<file path="config.mk">
export PLATFORM = sky130hd
export DESIGN_NAME = seg_display_arbiter
export DESIGN_NICKNAME = d
export VERILOG_FILES = /design/src/rtl/seg_display_arbiter.sv
export SDC_FILE = /design/constraint.sdc
export NUM_CORES = 1
export LEC_CHECK = 0
export BUFFER_PORTS_ARGS = -buffer_cell sky130_fd_sc_hd__clkbuf_2
export CAP_MARGIN = 20
export CELL_PAD_IN_SITES_DETAIL_PLACEMENT = 0
export CELL_PAD_IN_SITES_GLOBAL_PLACEMENT = 2
export CORE_MARGIN = 5
export CORE_UTILIZATION = 25
export DETAILED_ROUTE_END_ITERATION = 8
export GPL_TIMING_DRIVEN = 0
export PLACE_DENSITY_LB_ADDON = 0.1
export SYNTH_ARGS = -nofsm -noshare
export SYNTH_HDL_FRONTEND = slang
export SYNTH_SLANG_ARGS = --single-unit
</file>
<file path="constraint.sdc">
create_clock -name clk -period 2.2 [get_ports clk]
set_input_delay 0.22 -clock clk [delete_from_list [all_inputs] [get_ports clk]]
set_output_delay 0.22 -clock clk [all_outputs]
set_load 0.05 [all_outputs]
</file>
<file path="src/rtl/seg_display_arbiter.sv">
// Arbitrates the 8-digit display between a fault message, a debug message and live CPU data.
// Optional build macro SEG_ARB_PREEMPT_EN lets a fault request preempt a debug message.
module seg_display_arbiter #(
  parameter int unsigned HOLD_CYCLES  = 32'd10_000_000,
  parameter int unsigned BLANK_CYCLES = 32'd1_000
) (
  input  logic        clk,
  input  logic        rst_n,
  input  logic [15:0] acc_data,
  input  logic [15:0] mr_data,
  input  logic        req0,
  input  logic [31:0] msg0,
  input  logic        req1,
  input  logic [31:0] msg1,
  output logic        ack0,
  output logic        ack1,
  output logic [31:0] disp_data,
  output logic        disp_blank,
  output logic [1:0]  disp_src,
  output logic        busy
);

  typedef enum logic [1:0] {
    S_IDLE      = 2'd0,
    S_BLANK_IN  = 2'd1,
    S_HOLD      = 2'd2,
    S_BLANK_OUT = 2'd3
  } state_t;

  localparam logic [1:0]  SRC_MSG0   = 2'd0;
  localparam logic [1:0]  SRC_MSG1   = 2'd1;
  localparam logic [1:0]  SRC_LIVE   = 2'd2;
  localparam logic [31:0] HOLD_LOAD  = 32'(HOLD_CYCLES - 32'd1);
  localparam bit          BLANK_EN   = (BLANK_CYCLES != 32'd0);
  localparam logic [31:0] BLANK_LOAD = BLANK_EN ? 32'(BLANK_CYCLES - 32'd1) : 32'd0;

  state_t      state_q, state_d;
  logic [31:0] cnt_q, cnt_d;
  logic [31:0] msg_q, msg_d;
  logic [31:0] disp_data_q, disp_data_d;
  logic        disp_blank_q, disp_blank_d;
  logic [1:0]  disp_src_q, disp_src_d;
  logic        ack0_q, ack0_d;
  logic        ack1_q, ack1_d;
  logic        busy_q, busy_d;
  logic        preempt_s;
  logic        grant_s;
  logic [31:0] grant_msg_s;
  logic [31:0] live_s;

`ifdef SEG_ARB_PREEMPT_EN
  assign preempt_s = req0 && ((state_q == S_BLANK_IN) || (state_q == S_HOLD)) &&
                     (disp_src_q == SRC_MSG1);
`else
  assign preempt_s = 1'b0;
`endif

  assign grant_s     = ((state_q == S_IDLE) && (req0 || req1)) || preempt_s;
  assign grant_msg_s = req0 ? msg0 : msg1;
  assign live_s      = {mr_data, acc_data};

  // Next-state and next-output logic; the counter is reloaded on every state entry.
  always_comb begin
    state_d      = state_q;
    cnt_d        = cnt_q;
    msg_d        = msg_q;
    disp_data_d  = disp_data_q;
    disp_blank_d = disp_blank_q;
    disp_src_d   = disp_src_q;
    busy_d       = busy_q;
    ack0_d       = 1'b0;
    ack1_d       = 1'b0;
    if (grant_s) begin
      msg_d        = grant_msg_s;
      disp_data_d  = grant_msg_s;
      ack0_d       = req0;
      ack1_d       = ~req0;
      disp_src_d   = req0 ? SRC_MSG0 : SRC_MSG1;
      busy_d       = 1'b1;
      state_d      = BLANK_EN ? S_BLANK_IN : S_HOLD;
      cnt_d        = BLANK_EN ? BLANK_LOAD : HOLD_LOAD;
      disp_blank_d = BLANK_EN;
    end else begin
      case (state_q)
        S_IDLE: begin
          disp_data_d  = live_s;
          disp_src_d   = SRC_LIVE;
          disp_blank_d = 1'b0;
          busy_d       = 1'b0;
        end
        S_BLANK_IN: begin
          if (cnt_q == 32'd0) begin
            state_d      = S_HOLD;
            cnt_d        = HOLD_LOAD;
            disp_blank_d = 1'b0;
          end else begin
            cnt_d = cnt_q - 32'd1;
          end
        end
        S_HOLD: begin
          if (cnt_q != 32'd0) begin
            cnt_d = cnt_q - 32'd1;
          end else if (BLANK_EN) begin
            state_d      = S_BLANK_OUT;
            cnt_d        = BLANK_LOAD;
            disp_blank_d = 1'b1;
            disp_src_d   = SRC_LIVE;
          end else begin
            state_d      = S_IDLE;
            cnt_d        = 32'd0;
            disp_data_d  = live_s;
            disp_src_d   = SRC_LIVE;
            busy_d       = 1'b0;
          end
        end
        S_BLANK_OUT: begin
          if (cnt_q == 32'd0) begin
            state_d      = S_IDLE;
            disp_data_d  = live_s;
            disp_blank_d = 1'b0;
            busy_d       = 1'b0;
          end else begin
            cnt_d = cnt_q - 32'd1;
          end
        end
        default: begin
          state_d      = S_IDLE;
          cnt_d        = 32'd0;
          disp_data_d  = live_s;
          disp_src_d   = SRC_LIVE;
          disp_blank_d = 1'b0;
          busy_d       = 1'b0;
        end
      endcase
    end
  end

  // State and output registers with synchronous active-low reset.
  always_ff @(posedge clk) begin
    if (!rst_n) begin
      state_q      <= S_IDLE;
      cnt_q        <= 32'd0;
      msg_q        <= 32'd0;
      disp_data_q  <= 32'd0;
      disp_blank_q <= 1'b0;
      disp_src_q   <= SRC_LIVE;
      ack0_q       <= 1'b0;
      ack1_q       <= 1'b0;
      busy_q       <= 1'b0;
    end else begin
      state_q      <= state_d;
      cnt_q        <= cnt_d;
      msg_q        <= msg_d;
      disp_data_q  <= disp_data_d;
      disp_blank_q <= disp_blank_d;
      disp_src_q   <= disp_src_d;
      ack0_q       <= ack0_d;
      ack1_q       <= ack1_d;
      busy_q       <= busy_d;
    end
  end

  assign ack0       = ack0_q;
  assign ack1       = ack1_q;
  assign disp_data  = disp_data_q;
  assign disp_blank = disp_blank_q;
  assign disp_src   = disp_src_q;
  assign busy       = busy_q;

endmodule
</file>
==> flow_summary.yaml, run 1 <==
outcome:
  status: "finished, violations left"
  failed_checks: "negative setup slack"
logic_synthesis:
  synth.avg_cell_area_um2: 7.96
  yosys_warnings: 0
  synth_seq_area_share_pct: 36.1
  netlist_top_cells_area: "dfxtp_1, mux2i_1, a211o_1"
  yosys.area.top_type: "dfxtp_1"
  synth-main-ff-cell: "dfxtp_1"
  ys_ff_latch: 72
  syn_nets: 603
  synth_cell_types: 50
  synth_edf_count: 0
  async_flop_share_pct: 0
  synthCells: 501
  synth_top_area_share_pct: 36.1
  syn-cell-area_um2: 3990
global_routing:
  grt_usage_pct: 16.0
  top_usage_layer: "met2"
  grt_util_met2_pct: 25.4
  grt_max_degree: 11
  antenna_found_initial: 0
  overflow: 0
  grt_pass1_vias: 4210
  grt_pass1_wl_um: 22900
  grt_use_met3_pct: 3.81
  use_met1_pct: 20.8
worst_setup_path:
  critPathCaptureType: "flop"
  cp-start-kind: "flop"
  r2r_slack_ns: -0.19
  critPathCapture: "disp_data[24]$_SDFFE_PN0P_"
  crit_arrival_ns: 2.66
  r2r-start: "cnt_q[0]$_SDFFE_PN0P_"
  r2r_cells: 10
  critPathMaxFanout: 9
  crit_required_ns: 2.46
  path_class: "flop to flop"
  worst_r2r_endpoint: "disp_data[24]$_SDFFE_PN0P_"
  crit_path_start: "cnt_q[0]$_SDFFE_PN0P_"
clock_tree:
  cts_sinks: 72
  root_buffer: "clkbuf_16"
  ctsHtreeMaxLevel: 3
  clk_pin_slew_ns: 0.06
  clock_latency_ns: 0.34
  cts_buffers: 9
  cts_max_path_buffers: 2
  cts_tree: "built"
placed_design:
  io_buffers: 136
  dpl_worst_slack_ns: -0.912
  post-place-cells: 853
  gp_routability_congestion: 0.779
  hpwl_um: 11300
timing:
  period_share_pct: 109
  setup_ws_ns: -0.193
  hold_violations: 0
  setup_viol: 42
  finClkSkew_ns: 0.00550
  fmax_mhz: 418
  slew_violations: 0
  fin_crit_ns: 2.39
  tightest_slew_ns: 0.778
  rsz0062_at_grt: "yes"
  slew_headroom_pct: 48.1
layout:
  layout.nets: 785
  register_area_um2: 1450
  multi_input_area_um2: 2660
  layoutNonFillerInstCount: 902
  fillers: 1721
  diodes: 0
  syn_to_final_growth_pct: 48.9
  drive_gt1_share_pct: 40.7
job:
  cap_viol_max_count: 0
power:
  p_leak_nw: 2.62
  power_density_nw_per_um2: 716
  irDropWorstVdd_v: 0.000331
  power_mw: 4.25
floorplan:
  die_h_um: 136
  top_level_ports: 138
  core_area_um2: 15800
  start_util_pct: 25.3
  die_w_um: 136
  die-area_um2: 18600
  rows: 46
detailed_routing:
  via_per_inst: 4.82
  drt_first_pass_iters: 4
  drt_wl_total_um: 15400
  ant_nets: 0
  wire_per_inst_um: 17.1
  drc: 0
  drtIter0Drc: 222
  vias: 4351
min_path:
  hold_class: "input pin to flop"
## metrics by stage
| stage | TNS, ns | hold slack [ns] | util, % | area [um2] |
|---|---|---|---|---|
| after floorplan | -0.0600 | 0.429 | - | 4020 |
| after global placement | -42.51 | 0.439 | 31.5 | 4970 |
| after detailed placement | -40.46 | 0.443 | 31.5 | 4970 |
| after CTS | -6.64 | 0.236 | 35.8 | 5640 |
| after global routing | -10.50 | 0.257 | 37.7 | 5940 |
| final | -5.88 | 0.252 | 37.7 | 5940 |
## synth_stat cells, drive strengths merged (2+ instances only)
library cell  instances
o31ai                 2
or3                  16
clkbuf               30
a211oi                3
mux2i                32
nand3                 7
or2                   4
ha                    2
nor2                 61
a21oi                66
dfxtp                72
a21boi                2
o22ai                 3
nor4                  4
nand2                68
nor3                 19
inv                   9
buf                   3
nand2b                2
a211o                32
and2                  3
a311oi                4
nor4b                 2
o21ai                21
and3                  4
nand4                 5
or4                   2
o221a                 2
o221ai                2
a31oi                 6
## per-layer routing
layer  routed length [um]  part of all wire, %
met1                 6850                   44
met2                 7300                   47
met3                  944                  6.1
met4                  348                  2.3
met5                    0                    0
## state kept, by name (all words and copies together), names as in the netlist
signal and count:
disp_src 2, state_q 2, disp_data 32, disp_blank 1, busy 1, ack1 1, cnt_q 32, ack0 1
## worst min path at each step
stage,from,to,cells after the start
floorplan,cnt_q[25]$_SDFFE_PP0P_,cnt_q[25]$_SDFFE_PP0P_,2
global placement,disp_data[6]$_SDFFE_PN0P_,disp_data[6]$_SDFFE_PN0P_,2
detailed placement,disp_data[8]$_SDFFE_PN0P_,disp_data[8]$_SDFFE_PN0P_,2
CTS,acc_data[8],disp_data[8]$_SDFFE_PN0P_,4
global route,acc_data[8],disp_data[8]$_SDFFE_PN0P_,4
finish,acc_data[4],disp_data[4]$_SDFFE_PN0P_,4
## cell type report
class                           count  area share, %
Buffer                             29           3.20
Clock buffer                       14           4.61
Inverter                           10          0.632
Multi-Input combinational cell    386           44.8
Sequential cell                    72           24.4
Tap cell                          216           4.55
Timing Repair Buffer              175           17.8
## worst max-delay path, stage by stage (launching register included)
cell and delay [ns]:
dfxtp_2 0.32, inv_2 0.07, ha_4 0.15, nor4b_4 0.27
nand3_2 0.13, or4_4 0.55, and2_4 0.17, buf_12 0.14
buf_8 0.13, a211o_1 0.27, a21oi_2 0.11
## logic make-up (layout without fill, tap and decap cells)
family / count (synthesis) / after routing / synth area share, %
flops: 72 / 72 / 36.1
simple gates: 199 / 199 / 24.4
fa+ha+maj: 2 / 2 / 0.627
xor+xnor: 1 / 1 / 0.220
mux: 33 / 33 / 8.31
buf+inv: 43 / 228 / 4.61
compound gates: 151 / 151 / 25.7
## placed cells by master, fill, tap and decap left out, drive strengths merged, types with 16 or more instances in the layout
cell type and instances:
nand2 68, nor2 61, clkbuf 174, nor3 19, mux2i 32, or3 16, o21ai 21, buf 44
a211o 32, a21oi 66, dfxtp 72
## report_power, final
group / internal [mW] / switching (mW)
Sequential: 1.41 / 0.0922
Combinational: 0.552 / 0.809
Clock: 0.844 / 0.544
## timing repair
item                                    CTS  global route
pin swaps                                31            33
cloned                                    1             2
gates resized for setup                  62            43
endpoints found under the setup margin   71            64
hold buffers                              0             0
setup buffers                            19            19
Note: power is estimated with default switching activity, not from simulation.
==> run 2, diff against run 1 <==
--- a/config.mk
+++ b/config.mk
@@ -12,7 +12,7 @@
 export CORE_MARGIN = 5
 export CORE_UTILIZATION = 25
 export DETAILED_ROUTE_END_ITERATION = 8
-export GPL_TIMING_DRIVEN = 0
+export GPL_TIMING_DRIVEN = 1
 export PLACE_DENSITY_LB_ADDON = 0.1
 export SYNTH_ARGS = -nofsm -noshare
 export SYNTH_HDL_FRONTEND = slang
==> run 2 against run 1 <==
  * Combinational power rose by 4%
  * Critical path type unchanged
  * First-iteration DRC count decreased by 2.3%
  * The flow now finishes without violations
  * Largest power group is now the clock network
  * Critical endpoint is now cnt_q[28]$_SDFFE_PP0P_
  * Clock skew up 0.0068 ns
==> flow_summary.yaml, run 2 (synthesis results as in run 1) <==
worst_setup_path:
  cp_cell_sequence: "inv_2, buf_4, ha_2, nor4b_4, buf_4, nand2_4, or3_4, or3_4, a21oi_2, o22ai_1"
  critPathCaptureType: "flop"
  cp_top_family: "simple AND/OR/NAND/NOR gates"
  crit_arrival_ns: 2.40
  cp_slowest_cell: "or3_4"
  path_class: "flop to flop"
  critPathMaxStageDelay_ns: 0.39
  critPathMaxFanout: 3
  cp-start-kind: "flop"
  crit_required_ns: 2.42
  crit_buf_inv: 3
placed_design:
  post-place-cells: 905
  io_buffers: 137
  gp_routability_congestion: 0.816
  hpwl_um: 10900
detailed_routing:
  ant_nets: 0
  via_per_inst: 4.79
  drt_first_pass_iters: 4
  dr_wl_met3_um: 893
  drc: 0
  drtIter0Drc: 217
  dr_wl_met2_um: 7540
  wire_per_inst_um: 16.9
  drt_wl_total_um: 15800
  vias: 4480
  m1WireLength_um: 7190
  top_layer: "met4"
floorplan:
  top_level_ports: 138
  start_util_pct: 25.3
  die-area_um2: 18600
  core_area_um2: 15800
  die_w_um: 136
  die_h_um: 136
  rows: 46
layout:
  post-route-util_pct: 38.7
  diodes: 0
  final_cell_mix: "clkbuf_2, buf_4, dfxtp_1"
  layout.nets: 816
  layoutNonFillerInstCount: 935
  final_common_cell: "clkbuf_2"
  register_area_um2: 1440
  syn_to_final_growth_pct: 53.2
  drive_gt1_share_pct: 43.7
  multi_input_area_um2: 2590
  fillers: 1665
power:
  p_leak_nw: 2.82
  power_density_nw_per_um2: 767
  irDropWorstVdd_v: 0.000374
global_routing:
  grt_usage_pct: 16.7
  antenna_found_initial: 0
  grt_max_degree: 59
  overflow: 0
  grt_pass1_wl_um: 23800
  grt_pass1_vias: 4384
timing:
  holdWs_ns: 0.239
  finClkSkew_ns: 0.0123
  slew_violations: 0
  slew_headroom_pct: 65.6
  period_share_pct: 98.7
  rsz0062_at_grt: "yes"
  setup_viol: 0
  tightest_slew_ns: 0.513
  finalSetupTns_ns: 0
  fmax_mhz: 460
  fin_crit_ns: 2.17
  hold_violations: 0
clock_tree:
  cts_hold_repair.buffers: 0
  cts_sinks: 72
  cts_max_path_buffers: 2
  clock_latency_ns: 0.35
  cts_buffers: 9
  ctsHtreeMaxLevel: 3
  clk_pin_slew_ns: 0.07
  root_buffer: "clkbuf_16"
  cts_tree: "built"
outcome:
  status: "finished, final reports clean"
job:
  cap_viol_max_count: 0
min_path:
  hold_class: "input pin to flop"
==> run 2: tightest hold or removal path, stage by stage <==
cell and delay [ns]:
clkbuf_2 0.08, nor2_1 0.09, a211o_1 0.10, a21oi_1 0.05
==> run 2: report_power, final <==
group	leakage [nW]	switching (mW)	internal, mW
Sequential	0.593	0.0715	1.41
Clock	0.172	0.618	1.17
Combinational	2.05	0.819	0.602
==> run 2: metal layers <==
metal	vias up	global-route usage, %
met3	12	3.59
met5	-	0
li1	2249	-
met4	0	5.10
met2	108	27.2
met1	2111	22.0
==> run 2: timing repair <==
| item | in CTS | in global routing |
|---|---|---|
| endpoints found under the setup margin | 37 | 50 |
| setup buffers | 2 | 5 |
| gates resized for setup | 7 | 39 |
| pin swaps | 1 | 15 |
| cloned | 6 | 1 |
==> run 2: path summary, 6_finish.rpt <==
check	end	from	depth (start not counted)	slack, ns
worst max-delay path	cnt_q[28]$_SDFFE_PP0P_	cnt_q[0]$_SDFFE_PN0P_	10	0.03
worst max register to register	cnt_q[28]$_SDFFE_PP0P_	cnt_q[0]$_SDFFE_PN0P_	10	0.03
worst min register to register	disp_data[12]$_SDFFE_PN0P_	disp_data[12]$_SDFFE_PN0P_	2	0.45
worst min-delay path	disp_data[4]$_SDFFE_PN0P_	acc_data[4]	4	0.24
==> run 2: cell type report <==
type,instances,share of cell area [%]
Multi-Input combinational cell,392,42.3
Sequential cell,72,23.6
Timing Repair Buffer,229,23.2
Tap cell,216,4.42
Clock buffer,11,4.14
Clock inverter,5,1.68
Inverter,10,0.614
==> run 2: metrics by stage <==
stage | setup slack, ns | power (mW) | instance area [um2]
2_1_floorplan | -0.00439 | 2.28 | 4020
3_3_place_gp | -0.0755 | 2.80 | 5490
3_5_place_dp | -0.137 | 2.80 | 5490
4_1_cts | 0.00852 | 4.66 | 5930
5_1_grt | -0.0560 | 4.93 | 6110
6_report | 0.0277 | 4.69 | 6110
==> run 3, diff against run 2 <==
==> constraint.sdc (replaced) <==
create_clock -name clk -period 2.2 [get_ports clk]
set_input_delay 0.44 -clock clk [delete_from_list [all_inputs] [get_ports clk]]
set_output_delay 0.44 -clock clk [all_outputs]
set_load 0.05 [all_outputs]
==> run 3 against run 2 <==
  * The flow now finishes with violations (negative setup slack)
  * Register-to-register slack worse by 0.04 ns
  * First-iteration DRC count down 5.5%
  * Cell area down 3.1%
  * Clock power shrank 9%
  * Total power fell by 5.4%
  * Clock skew decreased by 0.0061 ns
  * Wire length down 2.5%
  * Global-route usage shrank 0.30 points
  * Critical path depth shrank 2
  * Sequential cell count stayed put
  * Core utilization decreased by 1.2 points
  * Via count down 0.96%
  * Largest power group unchanged
==> flow_summary.yaml, run 3 (synthesis results as in run 1) <==
worst_setup_path:
  cp-start-kind: "flop"
  path_class: "flop to flop"
  r2r-start: "cnt_q[0]$_SDFFE_PN0P_"
  critPathCaptureType: "flop"
  r2r_slack_ns: -0.009
  worst_r2r_endpoint: "disp_data[23]$_SDFFE_PN0P_"
  crit_required_ns: 2.48
  crit_arrival_ns: 2.49
  r2r_cells: 8
  critPathMaxFanout: 8
detailed_routing:
  ant_nets: 0
  vias: 4437
  drt_first_pass_iters: 4
  wire_per_inst_um: 16.7
  drtIter0Drc: 205
  drc: 0
  drt_wl_total_um: 15400
  via_per_inst: 4.81
power:
  power_density_nw_per_um2: 749
  p_leak_nw: 2.70
  irDropWorstVdd_v: 0.000389
clock_tree:
  clock_latency_ns: 0.34
  cts_sinks: 72
  clk_pin_slew_ns: 0.06
  ctsHtreeMaxLevel: 3
  cts_max_path_buffers: 2
  cts_tree: "built"
  cts_buffers: 9
  root_buffer: "clkbuf_16"
timing:
  setup_viol: 4
  slew_violations: 0
  slew_headroom_pct: 58.5
  period_share_pct: 100
  setup_ws_ns: -0.00868
  fmax_mhz: 453
  holdWs_ns: 0.436
  tightest_slew_ns: 0.621
  finalSetupTns_ns: -0.0270
  finClkSkew_ns: 0.00614
  fin_crit_ns: 2.21
  rsz0062_at_grt: "yes"
  hold_violations: 0
placed_design:
  gp_routability_congestion: 0.826
  post-place-cells: 900
  io_buffers: 137
  hpwl_um: 11000
global_routing:
  antenna_found_initial: 0
  grt_pass1_wl_um: 23500
  grt_max_degree: 56
  overflow: 0
  grt_pass1_vias: 4354
  grt_usage_pct: 16.4
layout:
  final_common_cell: "clkbuf_2"
  drive_gt1_share_pct: 41.4
  diodes: 0
  post-route-util_pct: 37.5
  final_cell_mix: "clkbuf_2, buf_4, dfxtp_1"
  fillers: 1685
  layout.nets: 804
  syn_to_final_growth_pct: 48.4
  layoutNonFillerInstCount: 923
outcome:
  failed_checks: "negative setup slack"
  status: "finished, violations left"
min_path:
  whs_path_depth: 2
  hold_class: "input pin to flop"
  worstHoldStart: "rst_n"
  hold_end: "disp_src[1]$_SDFFE_PN1P_"
floorplan:
  start_util_pct: 25.3
  rows: 46
  top_level_ports: 138
  die_w_um: 136
  die-area_um2: 18600
  core_area_um2: 15800
  die_h_um: 136
job:
  cap_viol_max_count: 0
==> run 3: worst max-delay path by stage <==
stage	startpoint	to	slack, ns	cells after the start
finish	cnt_q[0]$_SDFFE_PN0P_	disp_data[23]$_SDFFE_PN0P_	-0.009	8
global route	cnt_q[1]$_SDFFE_PN0P_	disp_data[20]$_SDFFE_PN0P_	-0.12	8
CTS	cnt_q[3]$_SDFFE_PP0P_	cnt_q[21]$_SDFFE_PP0P_	0.0001	7
detailed placement	cnt_q[0]$_SDFFE_PN0P_	disp_data[23]$_SDFFE_PN0P_	-0.13	8
global placement	cnt_q[1]$_SDFFE_PN0P_	cnt_q[20]$_SDFFE_PP0P_	-0.06	12
floorplan	cnt_q[0]$_SDFFE_PN0P_	disp_data[16]$_SDFFE_PN0P_	-0.004	10
==> run 3: final cells by class <==
type / instances / area (um2) / share of cell area (%)
multi-input cells: 392 / 2540 / 43.0
flip-flops and latches: 72 / 1440 / 24.4
repair buffers: 217 / 1300 / 22.0
well taps: 216 / 270 / 4.57
clock buffers: 11 / 243 / 4.10
clock inverters: 5 / 80.1 / 1.35
inverters: 10 / 37.5 / 0.634
==> run 3: report_power, final <==
part           leakage [nW]  internal, mW  switching, mW
Clock                 0.152          1.02          0.596
Combinational          1.96         0.542          0.793
Sequential            0.593          1.41         0.0725
==> run 3: per-layer routing <==
layer  global-route usage, %  part of all wire, %  up-vias
met5                       0                    0        -
met4                    5.94                  2.0        0
met3                    3.66                  5.6       22
met2                    25.9                   46      123
met1                    21.9                   46     2069
li1                        -                    -     2223
==> run 3: critical path, cell delays in order (launching register included) <==
cell and delay (ns):
dfxtp_2 0.32, inv_2 0.08, ha_4 0.12, nor4b_4 0.22, nand3_2 0.12, or4_4 0.62, and2_4 0.26, a211o_1 0.30
a21oi_2 0.12
==> run 3: through the flow <==
stage / worst slack (ns) / power (mW) / instance area, um2
2_1_floorplan: -0.00439 / 2.28 / 4020
4_1_cts: 0.000138 / 4.45 / 5820
3_3_place_gp: -0.0639 / 2.77 / 5440
5_1_grt: -0.121 / 4.67 / 5920
3_5_place_dp: -0.127 / 2.78 / 5440
6_report: -0.00868 / 4.43 / 5920
==> run 3: timing repair <==
| item | 4_1_cts | 5_1_grt |
|---|---|---|
| pin swaps | 2 | 25 |
| resized for setup | 7 | 22 |
| setup buffers | 1 | 0 |
| cloned | 4 | 2 |
| hold buffers | 0 | 0 |
| setup endpoints to repair | 39 | 52 |
